File: config.mk
export PLATFORM = sky130hd
export DESIGN_NAME = wb_accum_master_flat
export DESIGN_NICKNAME = d
export VERILOG_FILES = /design/src/rtl/wb_accum_master_pkg.sv /design/src/rtl/wb_accum_master_if.sv /design/src/rtl/wb_accum_master.sv /design/src/flat_wrapper.sv
export SDC_FILE = /design/constraint.sdc
export NUM_CORES = 1
export LEC_CHECK = 0
export BUFFER_PORTS_ARGS = -buffer_cell sky130_fd_sc_hd__buf_2
export CAP_MARGIN = 15
export CORE_ASPECT_RATIO = 0.5
export CORE_MARGIN = 1
export CORE_UTILIZATION = 29
export CTS_CLUSTER_DIAMETER = 100
export DETAILED_ROUTE_END_ITERATION = 8
export GPL_TIMING_DRIVEN = 0
export PLACE_DENSITY = 0.65
export REMOVE_ABC_BUFFERS = 1
export SKIP_LAST_GASP = 1
export SLEW_MARGIN = 10
export SYNTH_ARGS = -nofsm -noshare
export SYNTH_HDL_FRONTEND = slang
export SYNTH_SLANG_ARGS = --single-unit
File: constraint.sdc
create_clock -name wb_clk_i -period 2.3 [get_ports wb_clk_i]
set_clock_uncertainty 0.15 [all_clocks]
set_input_delay 0.345 -clock wb_clk_i [delete_from_list [all_inputs] [get_ports wb_clk_i]]
set_output_delay 0.345 -clock wb_clk_i [all_outputs]
set_load 0.02 [all_outputs]
File: src/rtl/wb_accum_master_pkg.sv
// +--------------------------------------------------------------------------+
// | wb_master_pkg : shared encodings and defaults for wb_accum_master  rev 1.0 |
// +--------------------------------------------------------------------------+
`default_nettype none

package wb_master_pkg;

  typedef enum logic [2:0] {
    IDLE = 3'd0,
    WR   = 3'd1,
    GAP  = 3'd2,
    RD   = 3'd3,
    RSP  = 3'd4
  } state_t;

  localparam logic [3:0]  WB_SEL_ALL   = 4'hF;
  localparam logic [31:0] DEF_SLV_ADDR = 32'h3000_0000;
  localparam int          DEF_TIMEOUT  = 16;
  localparam int          DEF_TO_W     = 8;

endpackage

`default_nettype wire

File: src/rtl/wb_accum_master_if.sv
// +--------------------------------------------------------------------------+
// | wb_accum_master_if : Wishbone classic bus between master and responder    |
// | rev 1.0                                                                  |
// +--------------------------------------------------------------------------+
`default_nettype none

interface wb_accum_master_if;
  import wb_master_pkg::*;

  logic        wbm_cyc_o;
  logic        wbm_stb_o;
  logic        wbm_we_o;
  logic [3:0]  wbm_sel_o;
  logic [31:0] wbm_adr_o;
  logic [31:0] wbm_dat_o;
  logic [31:0] wbm_dat_i;
  logic        wbm_ack_i;

  modport master (
    output wbm_cyc_o, wbm_stb_o, wbm_we_o, wbm_sel_o, wbm_adr_o, wbm_dat_o,
    input  wbm_dat_i, wbm_ack_i
  );

  modport slave (
    input  wbm_cyc_o, wbm_stb_o, wbm_we_o, wbm_sel_o, wbm_adr_o, wbm_dat_o,
    output wbm_dat_i, wbm_ack_i
  );

endinterface

`default_nettype wire

File: src/rtl/wb_accum_master.sv
// +--------------------------------------------------------------------------+
// | wb_accum_master : command-driven write/read initiator for the accumulator |
// | rev 1.0                                                                  |
// +--------------------------------------------------------------------------+
`default_nettype none

module wb_accum_master
  import wb_master_pkg::*;
#(
  parameter logic [31:0] SLV_ADDR = DEF_SLV_ADDR,
  parameter int          TIMEOUT  = DEF_TIMEOUT,
  parameter int          TO_W     = DEF_TO_W
) (
  input  wire logic        wb_clk_i,
  input  wire logic        wb_rst_n_i,
  input  wire logic        cmd_valid,
  output logic             cmd_ready,
  input  wire logic [31:0] cmd_wdata,
  input  wire logic        cmd_skip_wr,
  output logic             rsp_valid,
  input  wire logic        rsp_ready,
  output logic [31:0]      rsp_data,
  output logic             rsp_err,
  output logic             busy,
  wb_accum_master_if.master wbm
);

  state_t            state, state_nxt;
  logic [31:0]       wdata_q;
  logic [TO_W-1:0]   to_cnt;
  logic [31:0]       rsp_data_q;
  logic              rsp_err_q;
  logic              in_wr, in_rd, in_bus, to_expired;

  assign in_wr      = (state == WR);
  assign in_rd      = (state == RD);
  assign in_bus     = in_wr | in_rd;
  assign to_expired = (to_cnt == TO_W'(TIMEOUT - 1));

  always_comb begin
    state_nxt = state;
    case (state)
      IDLE: if (cmd_valid) state_nxt = cmd_skip_wr ? RD : WR;
      WR: begin
        if (wbm.wbm_ack_i)   state_nxt = GAP;
        else if (to_expired) state_nxt = RSP;
      end
      // stb must drop for a cycle so the responder's ack register can clear
      GAP: state_nxt = RD;
      RD: begin
        if (wbm.wbm_ack_i || to_expired) state_nxt = RSP;
      end
      RSP: if (rsp_ready) state_nxt = IDLE;
      default: state_nxt = IDLE;
    endcase
  end

  always_ff @(posedge wb_clk_i or negedge wb_rst_n_i) begin
    if (!wb_rst_n_i) begin
      state      <= IDLE;
      wdata_q    <= '0;
      to_cnt     <= '0;
      rsp_data_q <= '0;
      rsp_err_q  <= 1'b0;
    end else begin
      state <= state_nxt;
      if (state == IDLE && cmd_valid) wdata_q <= cmd_wdata;

      if ((state_nxt == WR || state_nxt == RD) && state_nxt != state)
        to_cnt <= '0;
      else if (in_bus && !wbm.wbm_ack_i)
        to_cnt <= to_cnt + 1'b1;

      // ack on the expiry cycle still completes normally
      if (in_rd && wbm.wbm_ack_i) begin
        rsp_data_q <= wbm.wbm_dat_i;
        rsp_err_q  <= 1'b0;
      end else if (in_bus && !wbm.wbm_ack_i && to_expired) begin
        rsp_data_q <= '0;
        rsp_err_q  <= 1'b1;
      end
    end
  end

  assign wbm.wbm_cyc_o = in_bus;
  assign wbm.wbm_stb_o = in_bus;
  assign wbm.wbm_we_o  = in_wr;
  assign wbm.wbm_sel_o = in_bus ? WB_SEL_ALL : 4'h0;
  assign wbm.wbm_adr_o = in_bus ? SLV_ADDR : 32'h0;
  assign wbm.wbm_dat_o = in_wr ? wdata_q : 32'h0;

  assign cmd_ready = (state == IDLE);
  assign rsp_valid = (state == RSP);
  assign busy      = (state != IDLE);
  assign rsp_data  = rsp_data_q;
  assign rsp_err   = rsp_err_q;

endmodule

`default_nettype wire

File: src/flat_wrapper.sv
// flat-port wrapper written by rule: the top's interface ports become plain ports
module wb_accum_master_flat import wb_master_pkg::*;
#(
  parameter logic [31:0] SLV_ADDR = DEF_SLV_ADDR,
  parameter int          TIMEOUT  = DEF_TIMEOUT,
  parameter int          TO_W     = DEF_TO_W
)
  (wb_clk_i, wb_rst_n_i, cmd_valid, cmd_ready, cmd_wdata, cmd_skip_wr, rsp_valid, rsp_ready, rsp_data, rsp_err, busy, wbm_wbm_cyc_o, wbm_wbm_stb_o, wbm_wbm_we_o, wbm_wbm_sel_o, wbm_wbm_adr_o, wbm_wbm_dat_o, wbm_wbm_dat_i, wbm_wbm_ack_i);
  wb_accum_master_if wbm_i ();
  input  wire logic wb_clk_i;
  input  wire logic wb_rst_n_i;
  input  wire logic cmd_valid;
  output logic cmd_ready;
  input  wire logic [31:0] cmd_wdata;
  input  wire logic cmd_skip_wr;
  output logic rsp_valid;
  input  wire logic rsp_ready;
  output logic [31:0] rsp_data;
  output logic rsp_err;
  output logic busy;
  output wire logic [$bits(wbm_i.wbm_cyc_o)-1:0] wbm_wbm_cyc_o;
  output wire logic [$bits(wbm_i.wbm_stb_o)-1:0] wbm_wbm_stb_o;
  output wire logic [$bits(wbm_i.wbm_we_o)-1:0] wbm_wbm_we_o;
  output wire logic [$bits(wbm_i.wbm_sel_o)-1:0] wbm_wbm_sel_o;
  output wire logic [$bits(wbm_i.wbm_adr_o)-1:0] wbm_wbm_adr_o;
  output wire logic [$bits(wbm_i.wbm_dat_o)-1:0] wbm_wbm_dat_o;
  input wire logic [$bits(wbm_i.wbm_dat_i)-1:0] wbm_wbm_dat_i;
  input wire logic [$bits(wbm_i.wbm_ack_i)-1:0] wbm_wbm_ack_i;
  assign wbm_wbm_cyc_o = wbm_i.wbm_cyc_o;
  assign wbm_wbm_stb_o = wbm_i.wbm_stb_o;
  assign wbm_wbm_we_o = wbm_i.wbm_we_o;
  assign wbm_wbm_sel_o = wbm_i.wbm_sel_o;
  assign wbm_wbm_adr_o = wbm_i.wbm_adr_o;
  assign wbm_wbm_dat_o = wbm_i.wbm_dat_o;
  assign wbm_i.wbm_dat_i = wbm_wbm_dat_i;
  assign wbm_i.wbm_ack_i = wbm_wbm_ack_i;
  wb_accum_master #(.SLV_ADDR(SLV_ADDR), .TIMEOUT(TIMEOUT), .TO_W(TO_W)) u_core (.wb_clk_i(wb_clk_i), .wb_rst_n_i(wb_rst_n_i), .cmd_valid(cmd_valid), .cmd_ready(cmd_ready), .cmd_wdata(cmd_wdata), .cmd_skip_wr(cmd_skip_wr), .rsp_valid(rsp_valid), .rsp_ready(rsp_ready), .rsp_data(rsp_data), .rsp_err(rsp_err), .busy(busy), .wbm(wbm_i));
endmodule
==> metrics.yaml, run 1 <==
status: "complete, no violations"
postSynthCellCount: 347
synth_most_common_cell: "dfrtp_1"
hold_path_class: "input pin to register"
maxSlewHeadroom_pct: 32.8
avgSynthCellArea_um2: 10.4
synth_ff_type: "dfrtp_1"
antenna_found_initial: 0
vias: 2753
die-area_um2: 13000
cp_slowest_stage_delay_ns: 0.61
coreArea_um2: 12000
p_per_area_nw_per_um2: 1360
setup_viol: 0
final_core_util_pct: 39.4
cp-start-kind: "register"
yosysTopAreaCell: "dfrtp_1"
layout-drive-gt1-share_pct: 42.2
crit_path_cell_trace: "or4_4, nor3_4, o21ai_0"
period_minus_slack_ns: 2.11
syn2layout_area_growth_pct: 30.4
seq_area_um2: 1900
max-vdd-ir-drop_mv: 0.442
synthTopCellsByArea: "dfrtp_1 53%, mux2_2 9.0%, buf_4 8.1%, nand2_1 6.8%, and2_1 5.7%"
yosysSeqAreaShare_pct: 52.6
synth_edf_count: 0
drv_slew: 0
fin_crit_sh_pct: 91.8
portBuffers: 146
dpl-instance-area_um2: 4340
initial_core_util_pct: 30.2
drc: 0
finalPower_mw: 6.42
grt_start_max_net_pins: 44
synthArstFlopShare_pct: 100
nNetsFinal: 556
wirelength_um: 8090
fillers: 1242
chipWidth_um: 160
gr-total-overflow: 0
max_freq_ghz: 0.474
end_kind: "register"
ys_types: 40
worstSetupPathType: "register to register"
maxCapViolations: 0
clockRootBuffer: "clkbuf_16"
slowest_stage: "or4_4"
antenna_cells: 0
cp.required_ns: 2.32
syn-cell-area_um2: 3620
ant_nets: 0
cts_buffers: 9
yosys.area.top_type_share_pct: 52.6
grt_pass1_wl_um: 12800
yosys_warnings: 0
final_area_um2: 4720
cts.path.max_buffers: 2
cts_tree: "yes"
routabilityCongestion: 0.721
num_io_pins: 177
track_usage_pct: 12.8
synthTopCellsByCount: "76 x dfrtp_1, 66 x nand2_1, 39 x buf_4"
wire_per_inst_um: 12.4
grt_setup_unrepaired: "false"
drtIter0Drc: 84
hpwl_um: 5700
ys_seq_elements: 76
row_count: 28
p_leak_nw: 2.39
arrival_ns: 2.13
htreeDepth: 3
cp_top_family: "simple AND/OR/NAND/NOR gates"
clk_pin_slew_ns: 0.06
insertion_delay_ns: 0.33
grt_pass1_vias: 2556
multi_input_area_um2: 1450
clkSinkCount: 76
worst_pin_slew_ns: 1.00
via_per_inst: 4.20
path_buf_inv: 0
die_y_um: 81.0
finalHoldViolCount: 0
crit_fanout: 17
drtPass1Iterations: 4
through the flow:
step                      setup TNS, ns  hold slack, ns  std cells  setup WS [ns]
after floorplan                  -87.88          -0.101        319          -2.29
after global placement           -53.90           0.307        630         -0.960
after detailed placement          -9.63           0.237        634         -0.301
after CTS                             0          0.0511        653         0.0588
after global routing                  0          0.0707        655         0.0299
final                                 0          0.0660        655          0.190
power by group:
group,internal (mW),total (mW),switching [mW]
logic,1.11,2.75,1.64
registers,1.93,2.24,0.314
clock network,0.896,1.43,0.537
final cells by class:
type	instances	area share, %
multi-input combinational	241	30.8
inverter	3	0.239
tap	165	4.38
sequential	76	40.4
clock inverter	4	1.01
timing repair buffer	154	17.8
clock buffer	12	5.44
placed cells by master, fill, tap and decap left out, types with 2 or more instances in the layout:
cell	count
clkbuf_8	2
mux2_1	3
a21oi_1	6
clkinv_2	2
nand3_1	2
conb_1	30
o21ai_1	2
buf_8	2
o31ai_1	2
o21ai_0	35
buf_2	145
inv_1	2
nor3_4	2
or3_1	4
nand2_1	66
mux2_2	29
clkbuf_16	9
nor2b_4	2
nor2_1	4
buf_12	2
dfrtp_1	75
buf_4	3
or4_1	2
and2_1	32
layer usage:
metal	up-vias	track usage, %	routed length, µm
met5	-	0	0
met4	0	4.86	95
met3	9	3.27	305
met2	71	22.3	4100
met1	1311	15.5	3600
li1	1362	-	-
worst paths after layout:
kind / startpoint / end / slack [ns] / depth (start not counted)
setup reg to reg: u_core.to_cnt[4]$_DFFE_PN0P_ / u_core.rsp_data[12]$_DFFE_PN0P_ / 0.19 / 3
hold / removal: wbm_wbm_dat_i[17] / u_core.rsp_data[17]$_DFFE_PN0P_ / 0.07 / 3
max in group asynchronous: wb_rst_n_i / u_core.wdata_q[20]$_DFFE_PN0P_ / 0.97 / 3
setup / recovery: u_core.to_cnt[4]$_DFFE_PN0P_ / u_core.rsp_data[12]$_DFFE_PN0P_ / 0.19 / 3
hold reg to reg: u_core.rsp_err$_DFFE_PN0P_ / u_core.rsp_err$_DFFE_PN0P_ / 0.33 / 1
min in group asynchronous: wb_rst_n_i / u_core.rsp_data[30]$_DFFE_PN0P_ / 0.42 / 2
logic make-up (layout without fill, tap and decap cells):
logic type,after synthesis,count (layout),share of synthesized area (%)
AND/OR/NAND/NOR,125,126,17.8
XOR/XNOR,1,1,0.242
multiplexers,33,33,10.2
flip-flops,76,76,52.6
other,1,30,0.104
buffers and inverters,60,173,11.2
AO/OA/AOI/OAI,50,50,7.47
adder cells (fa/ha/maj),1,1,0.346
flip-flops by register name (all words and copies together) (netlist names):
register	count
u_core.rsp_err	1
u_core.to_cnt	8
u_core.wdata_q	32
u_core.state	3
u_core.rsp_data	32
what timing repair did:
item,in CTS,in global routing
gates resized for setup,6,0
hold buffers,1,0
hold endpoints to repair,42,0
pin swaps,0,1
buffers inserted,1,2
endpoints found under the setup margin,71,27
cloned,1,0
worst register-to-register path: cells and delay by family, from the launching register on:
| kind | cells | cell delay, ns |
|---|---|---|
| compound gates | 1 | 0.22 |
| simple gates | 2 | 1.17 |
| flops | 1 | 0.41 |
No activity file was read; power rests on OpenSTA's default activity.
==> inputs of run 2 (changes only) <==
--- a/config.mk
+++ b/config.mk
@@ -9,11 +9,11 @@
 export CAP_MARGIN = 15
 export CORE_ASPECT_RATIO = 0.5
 export CORE_MARGIN = 1
-export CORE_UTILIZATION = 29
+export CORE_UTILIZATION = 45
 export CTS_CLUSTER_DIAMETER = 100
 export DETAILED_ROUTE_END_ITERATION = 8
 export GPL_TIMING_DRIVEN = 0
-export PLACE_DENSITY = 0.65
+export PLACE_DENSITY = 0.88
 export REMOVE_ABC_BUFFERS = 1
 export SKIP_LAST_GASP = 1
 export SLEW_MARGIN = 10
==> constraint.sdc (replaced) <==
create_clock -name wb_clk_i -period 2 [get_ports wb_clk_i]
set_clock_uncertainty 0.15 [all_clocks]
set_input_delay 0.3 -clock wb_clk_i [delete_from_list [all_inputs] [get_ports wb_clk_i]]
set_output_delay 0.3 -clock wb_clk_i [all_outputs]
set_load 0.02 [all_outputs]
==> metrics.yaml, run 2 (same netlist as run 1, synthesis figures left out) <==
crit_top_cell: "buf_4"
hpwl_um: 5360  # -6.0%
routabilityCongestion: 0.711  # -1.4%
grt_start_max_net_pins: 67  # +52%
insertion_delay_ns: 0.33  # about the same
arrival_ns: 2.18  # +0.05 ns
max-vdd-ir-drop_mv: 0.666  # +51%
track_usage_pct: 21.9  # +9.1 points
final_cell_mix: "113 x buf_2, 73 x dfrtp_1, 66 x nand2_1"
power.switching_mw: 3.22  # +29%
p_leak_nw: 2.61  # +9.0%
cp.required_ns: 2.06  # -0.26 ns
cts.path.max_buffers: 2  # unchanged
portBuffers: 146  # unchanged
violations: "negative setup slack"
dp.cells: 576  # -9.1%
fillers: 521  # -58%
via_per_inst: 5.21  # +24%
drtIter0Drc: 242  # +190%
maxSlewHeadroom_pct: 54.3  # +22 points
ant_nets: 0  # unchanged
clockRootBuffer: "clkbuf_16"
setup_viol: 45  # +45
power.share.sequential_pct: 30.9  # -4.0 points
end_kind: "register"
grt_setup_unrepaired: "true"
cp_top_family: "simple AND/OR/NAND/NOR gates"
row_count: 22  # -21%
drv_slew: 0  # unchanged
grt_pass1_vias: 2791  # +9.2%
antenna_cells: 0  # unchanged
p_per_area_nw_per_um2: 1630  # +20%
dpl-instance-area_um2: 4260  # -1.8%
slowest_stage: "dfrtp_2"
wire_per_inst_um: 16.8  # +36%
grt_pass1_wl_um: 13700  # +6.9%
p_int_mw: 5.28  # +34%
fin_ws_ns: -0.118  # -0.308 ns
gr-total-overflow: 0  # unchanged
crit_path_cell_trace: "buf_4, buf_4, or3b_4, nor3_4, buf_6, clkbuf_16, o21ai_0"
wirelength_um: 10500  # +29%
cts_tree: "yes"
final_cells: 622  # -5.0%
path_buf_inv: 4  # +4
cp-start-kind: "register"
drtPass1Iterations: 4  # unchanged
coreArea_um2: 7540  # -37%
die_y_um: 65.4  # -19%
final_area_um2: 5220  # +11%
finalPower_mw: 8.50  # +32%
finalHoldViolCount: 0  # unchanged
combPwrFrac_pct: 48.7  # +5.9 points
switching_share_pct: 37.9  # -0.88 points
clock_power_share_pct: 20.3  # -2.0 points
max_freq_ghz: 0.472  # -0.36%
die-area_um2: 8420  # -35%
cts_buffers: 9  # unchanged
initial_core_util_pct: 48.0  # +18 points
nNetsFinal: 580  # +4.3%
maxCapViolations: 0  # unchanged
crit_fanout: 8  # -9
fin_crit_sh_pct: 106  # +14 points
hold_path_class: "input pin to register"
clk_pin_slew_ns: 0.06  # about the same
htreeDepth: 3  # unchanged
vias: 3239  # +18%
period_minus_slack_ns: 2.12  # +0.00754 ns
syn2layout_area_growth_pct: 44.2
worstSetupPathType: "register to register"
status: "finished with violations"
cp_slowest_stage_delay_ns: 0.44  # -0.17 ns
drc: 0  # unchanged
chipWidth_um: 129  # -19%
clkSinkCount: 76  # unchanged
worst_pin_slew_ns: 0.682  # -0.319 ns
num_io_pins: 177  # unchanged
final_common_cell: "buf_2"
layout-drive-gt1-share_pct: 50.0  # +7.8 points
antenna_found_initial: 0  # unchanged
==> run 2: cell count changes in the layout (fill, tap and decap cells not counted), moves of 10 or more <==
cell,delta
buf_2,-32
buf_6,+30
and2_1,-19
o21ai_1,+10
o21ai_0,-11
buf_4,+17
and2_4,+22
==> run 2: timing repair <==
action | CTS | global route
pin swaps | 7 | 15
setup endpoints to repair | 99 | 97
gates cloned | 4 | 6
hold buffers | 1 | 0
hold endpoints to repair | 76 | 0
buffers inserted | 12 | 9
resized for setup | 45 | 67
==> run 2: worst paths after layout <==
path | cells after the start | start | slack [ns] | endpoint
worst max register to register | 7 | u_core.state[2]$_DFF_PN0_ | -0.12 | u_core.rsp_data[20]$_DFFE_PN0P_
worst min-delay path | 3 | wbm_wbm_dat_i[4] | 0.02 | u_core.rsp_data[4]$_DFFE_PN0P_
worst max-delay path | 7 | u_core.state[2]$_DFF_PN0_ | -0.12 | u_core.rsp_data[20]$_DFFE_PN0P_
max in group asynchronous | 3 | wb_rst_n_i | 0.92 | u_core.state[2]$_DFF_PN0_
min in group asynchronous | 2 | wb_rst_n_i | 0.21 | u_core.rsp_data[18]$_DFFE_PN0P_
worst min register to register | 1 | u_core.rsp_err$_DFFE_PN0P_ | 0.33 | u_core.rsp_err$_DFFE_PN0P_
==> run 2: worst reg2reg max path, stage by stage (launching register included) <==
cell,delay [ns]
dfrtp_2,0.44
buf_4,0.16
buf_4,0.13
or3b_4,0.44
nor3_4,0.27
buf_6,0.16
clkbuf_16,0.16
o21ai_0,0.09
==> run 2: layout make-up <==
| cell class | instances | area (µm²) | area share (%) |
|---|---|---|---|
| sequential | 76 | 1910 | 36.5 |
| multi-input combinational | 245 | 1560 | 29.8 |
| timing repair buffer | 174 | 1290 | 24.7 |
| clock buffer | 12 | 246 | 4.73 |
| tap | 108 | 135 | 2.59 |
| clock inverter | 4 | 72.6 | 1.39 |
| inverter | 3 | 11.3 | 0.216 |
==> run 2: metal layers <==
layer  track usage, %  up-vias  wire length, µm
met5                0        -                0
met4             9.26        0              322
met3             5.62       38              641
met2             40.6      180             5620
met1             24.0     1602             3870
li1                 -     1419                -
==> run 2: stage by stage <==
stage / TNS [ns] / hold slack (ns) / util, % / setup slack (ns)
6_report: -2.47 / 0.0195 / 69.1 / -0.118
5_1_grt: -5.37 / 0.0163 / 69.1 / -0.155
4_1_cts: -1.47 / 0.00880 / 64.8 / -0.105
3_5_place_dp: -33.45 / 0.00321 / 56.4 / -0.526
3_3_place_gp: -69.89 / 0.306 / 55.6 / -1.06
2_1_floorplan: -108.28 / -0.146 / - / -2.55
==> run 2: power groups by stage <==
stage / Clock, mW / Combinational, mW / Sequential (mW)
floorplan: 0 / 1.67 / 2.90
global placement: 0 / 2.97 / 2.56
detailed placement: 0 / 3.11 / 2.60
CTS: 1.75 / 3.67 / 2.59
global route: 1.83 / 4.41 / 2.71
finish: 1.73 / 4.14 / 2.63
==> inputs of run 3 (changes only) <==
--- a/config.mk
+++ b/config.mk
@@ -7,13 +7,15 @@
 export LEC_CHECK = 0
 export BUFFER_PORTS_ARGS = -buffer_cell sky130_fd_sc_hd__buf_2
 export CAP_MARGIN = 15
+export CELL_PAD_IN_SITES_DETAIL_PLACEMENT = 1
+export CELL_PAD_IN_SITES_GLOBAL_PLACEMENT = 1
 export CORE_ASPECT_RATIO = 0.5
 export CORE_MARGIN = 1
-export CORE_UTILIZATION = 45
+export CORE_UTILIZATION = 34
 export CTS_CLUSTER_DIAMETER = 100
 export DETAILED_ROUTE_END_ITERATION = 8
 export GPL_TIMING_DRIVEN = 0
-export PLACE_DENSITY = 0.88
+export PLACE_DENSITY = 0.9
 export REMOVE_ABC_BUFFERS = 1
 export SKIP_LAST_GASP = 1
 export SLEW_MARGIN = 10
==> metrics.yaml, run 3 (same netlist as run 1, synthesis figures left out) <==
vias: 3108  # -4.0%
die-area_um2: 11100  # +32%
grt_pass1_vias: 3217  # +15%
crit_fanout: 6  # -2
num_io_pins: 177  # unchanged
violations: "negative setup slack"
via_per_inst: 4.75  # -8.9%
period_minus_slack_ns: 2.11  # -0.00992 ns
drv_slew: 0  # unchanged
finalPower_mw: 8.50  # about the same
crit_path_start: "u_core.state[2]$_DFF_PN0_"
power.share.sequential_pct: 31.3  # +0.4 points
cp-start-kind: "register"
worstReg2RegEnd: "u_core.to_cnt[4]$_DFFE_PN0P_"
arrival_ns: 1.66  # -0.52 ns
p_per_area_nw_per_um2: 1650  # +1.3%
status: "finished with violations"
setup_viol: 33  # -27%
antenna_found_initial: 1  # +1
layout-drive-gt1-share_pct: 50.0  # unchanged
maxSlewHeadroom_pct: 55.1  # +0.83 points
gr-total-overflow: 0  # unchanged
drtPass1Iterations: 4  # unchanged
die_y_um: 74.9  # +15%
cts.path.max_buffers: 2  # unchanged
initial_core_util_pct: 35.2  # -13 points
wirelength_um: 12300  # +18%
p_leak_nw: 2.56  # -1.6%
grt_setup_unrepaired: "true"
fin_ws_ns: -0.108  # +0.00992 ns
combPwrFrac_pct: 49.4  # +0.7 points
rrSetupSlack_ns: -0.02  # +0.10 ns
clockRootBuffer: "clkbuf_16"
timing.setup.tns_ns: -2.08  # +0.390 ns
grt_start_max_net_pins: 64  # -4.5%
dp.cells: 609  # +5.7%
final_cells: 655  # +5.3%
clk_pin_slew_ns: 0.06  # about the same
final_area_um2: 5150  # -1.3%
wire_per_inst_um: 18.8  # +12%
grt_pass1_wl_um: 18000  # +31%
worst_pin_slew_ns: 0.669  # -0.0124 ns
final_cell_mix: "117 x buf_2, 73 x dfrtp_1, 66 x nand2_1"
max_freq_ghz: 0.474  # +0.47%
fin_crit_sh_pct: 105  # -0.50 points
cp-endpoint: "wbm_wbm_dat_o[20]"
htreeDepth: 3  # unchanged
nNetsFinal: 578  # -0.34%
max-vdd-ir-drop_mv: 0.499  # -25%
finalHoldViolCount: 0  # unchanged
cp.required_ns: 1.55  # -0.51 ns
final_core_util_pct: 50.1  # -19 points
track_usage_pct: 21.9  # +0.027 points
final_common_cell: "buf_2"
insertion_delay_ns: 0.33  # about the same
chipWidth_um: 148  # +15%
r2r_start: "u_core.state[2]$_DFF_PN0_"
p_int_mw: 5.13  # -2.9%
coreArea_um2: 10300  # +36%
hold_path_class: "input pin to register"
reg2regPathDepth: 4  # -3
dpl_worst_slack_ns: -0.640  # -0.114 ns
drc: 0  # unchanged
power.switching_mw: 3.37  # +4.6%
clkSinkCount: 76  # unchanged
portBuffers: 146  # unchanged
maxCapViolations: 0  # unchanged
dpl-instance-area_um2: 4310  # +1.3%
switching_share_pct: 39.7  # +1.8 points
drtIter0Drc: 129  # -47%
row_count: 26  # +18%
hpwl_um: 6610  # +23%
cts_buffers: 9  # unchanged
clock_power_share_pct: 19.4  # -0.9 points
routabilityCongestion: 0.717  # +0.82%
end_kind: "output port"
syn2layout_area_growth_pct: 42.3
cts_tree: "yes"
worstSetupPathType: "register to output port"
whs_ns: 0.0240  # +0.00450 ns
ant_nets: 0  # unchanged
-- run 3: cell count changes in the layout (fill, tap and decap cells not counted), sizes merged --
cell	previous run	this run
clkinv	1	2
bufinv	2	1
clkbuf	15	11
buf	170	172
or3b	2	1
diode	0	3
inv	3	4
-- run 3: how the worst min path moves through the flow --
stage / from / endpoint / slack (ns) / cells past startpoint
6_report: wbm_wbm_dat_i[23] / u_core.rsp_data[23]$_DFFE_PN0P_ / 0.02 / 3
5_1_grt: wbm_wbm_dat_i[2] / u_core.rsp_data[2]$_DFFE_PN0P_ / 0.03 / 3
4_1_cts: wbm_wbm_dat_i[19] / u_core.rsp_data[19]$_DFFE_PN0P_ / 0.01 / 3
3_5_place_dp: wb_rst_n_i / u_core.rsp_data[20]$_DFFE_PN0P_ / 0.04 / 1
3_3_place_gp: u_core.rsp_err$_DFFE_PN0P_ / u_core.rsp_err$_DFFE_PN0P_ / 0.31 / 1
2_1_floorplan: wb_rst_n_i / u_core.rsp_data[0]$_DFFE_PN0P_ / -0.15 / 0
-- run 3: power by group through the flow --
| stage | Sequential, mW | Combinational, mW | Clock, mW |
|---|---|---|---|
| after floorplan | 2.90 | 1.67 | 0 |
| after global placement | 2.56 | 3.01 | 0 |
| after detailed placement | 2.62 | 3.20 | 0 |
| after CTS | 2.61 | 4.12 | 1.70 |
| after global routing | 2.74 | 4.49 | 1.75 |
| final | 2.66 | 4.19 | 1.65 |
-- run 3: metal layers --
layer | vias up | GRT usage [%] | part of all wire (%)
li1 | 1409 | - | -
met1 | 1574 | 25.6 | 41
met2 | 101 | 40.0 | 53
met3 | 24 | 4.48 | 3.5
met4 | 0 | 10.3 | 2.5
met5 | - | 0 | 0
-- run 3: what timing repair did --
action | CTS | global route
endpoints found under the hold margin | 13 | 0
hold buffers | 1 | 0
gates resized for setup | 79 | 17
endpoints found under the setup margin | 107 | 99
cloned | 5 | 2
pin swaps | 17 | 8
buffers inserted | 21 | 1
-- run 3: area by class of cell --
| class | instances | area, µm² |
|---|---|---|
| diodes | 3 | 7.51 |
| clock buffers | 11 | 243 |
| clock inverters | 5 | 60.1 |
| fillers | 1160 | 5130 |
| inverters | 3 | 13.8 |
| multi-input cells | 244 | 1540 |
| flip-flops and latches | 76 | 1910 |
| well taps | 140 | 175 |
| repair buffers | 173 | 1200 |
-- run 3: worst max-delay path, cell delays in order (launching register included) --
cell and delay (ns):
dfrtp_2 0.44, nor2b_4 0.15, nor2b_4 0.21, buf_6 0.15
buf_8 0.12, and2_4 0.14, buf_6 0.11
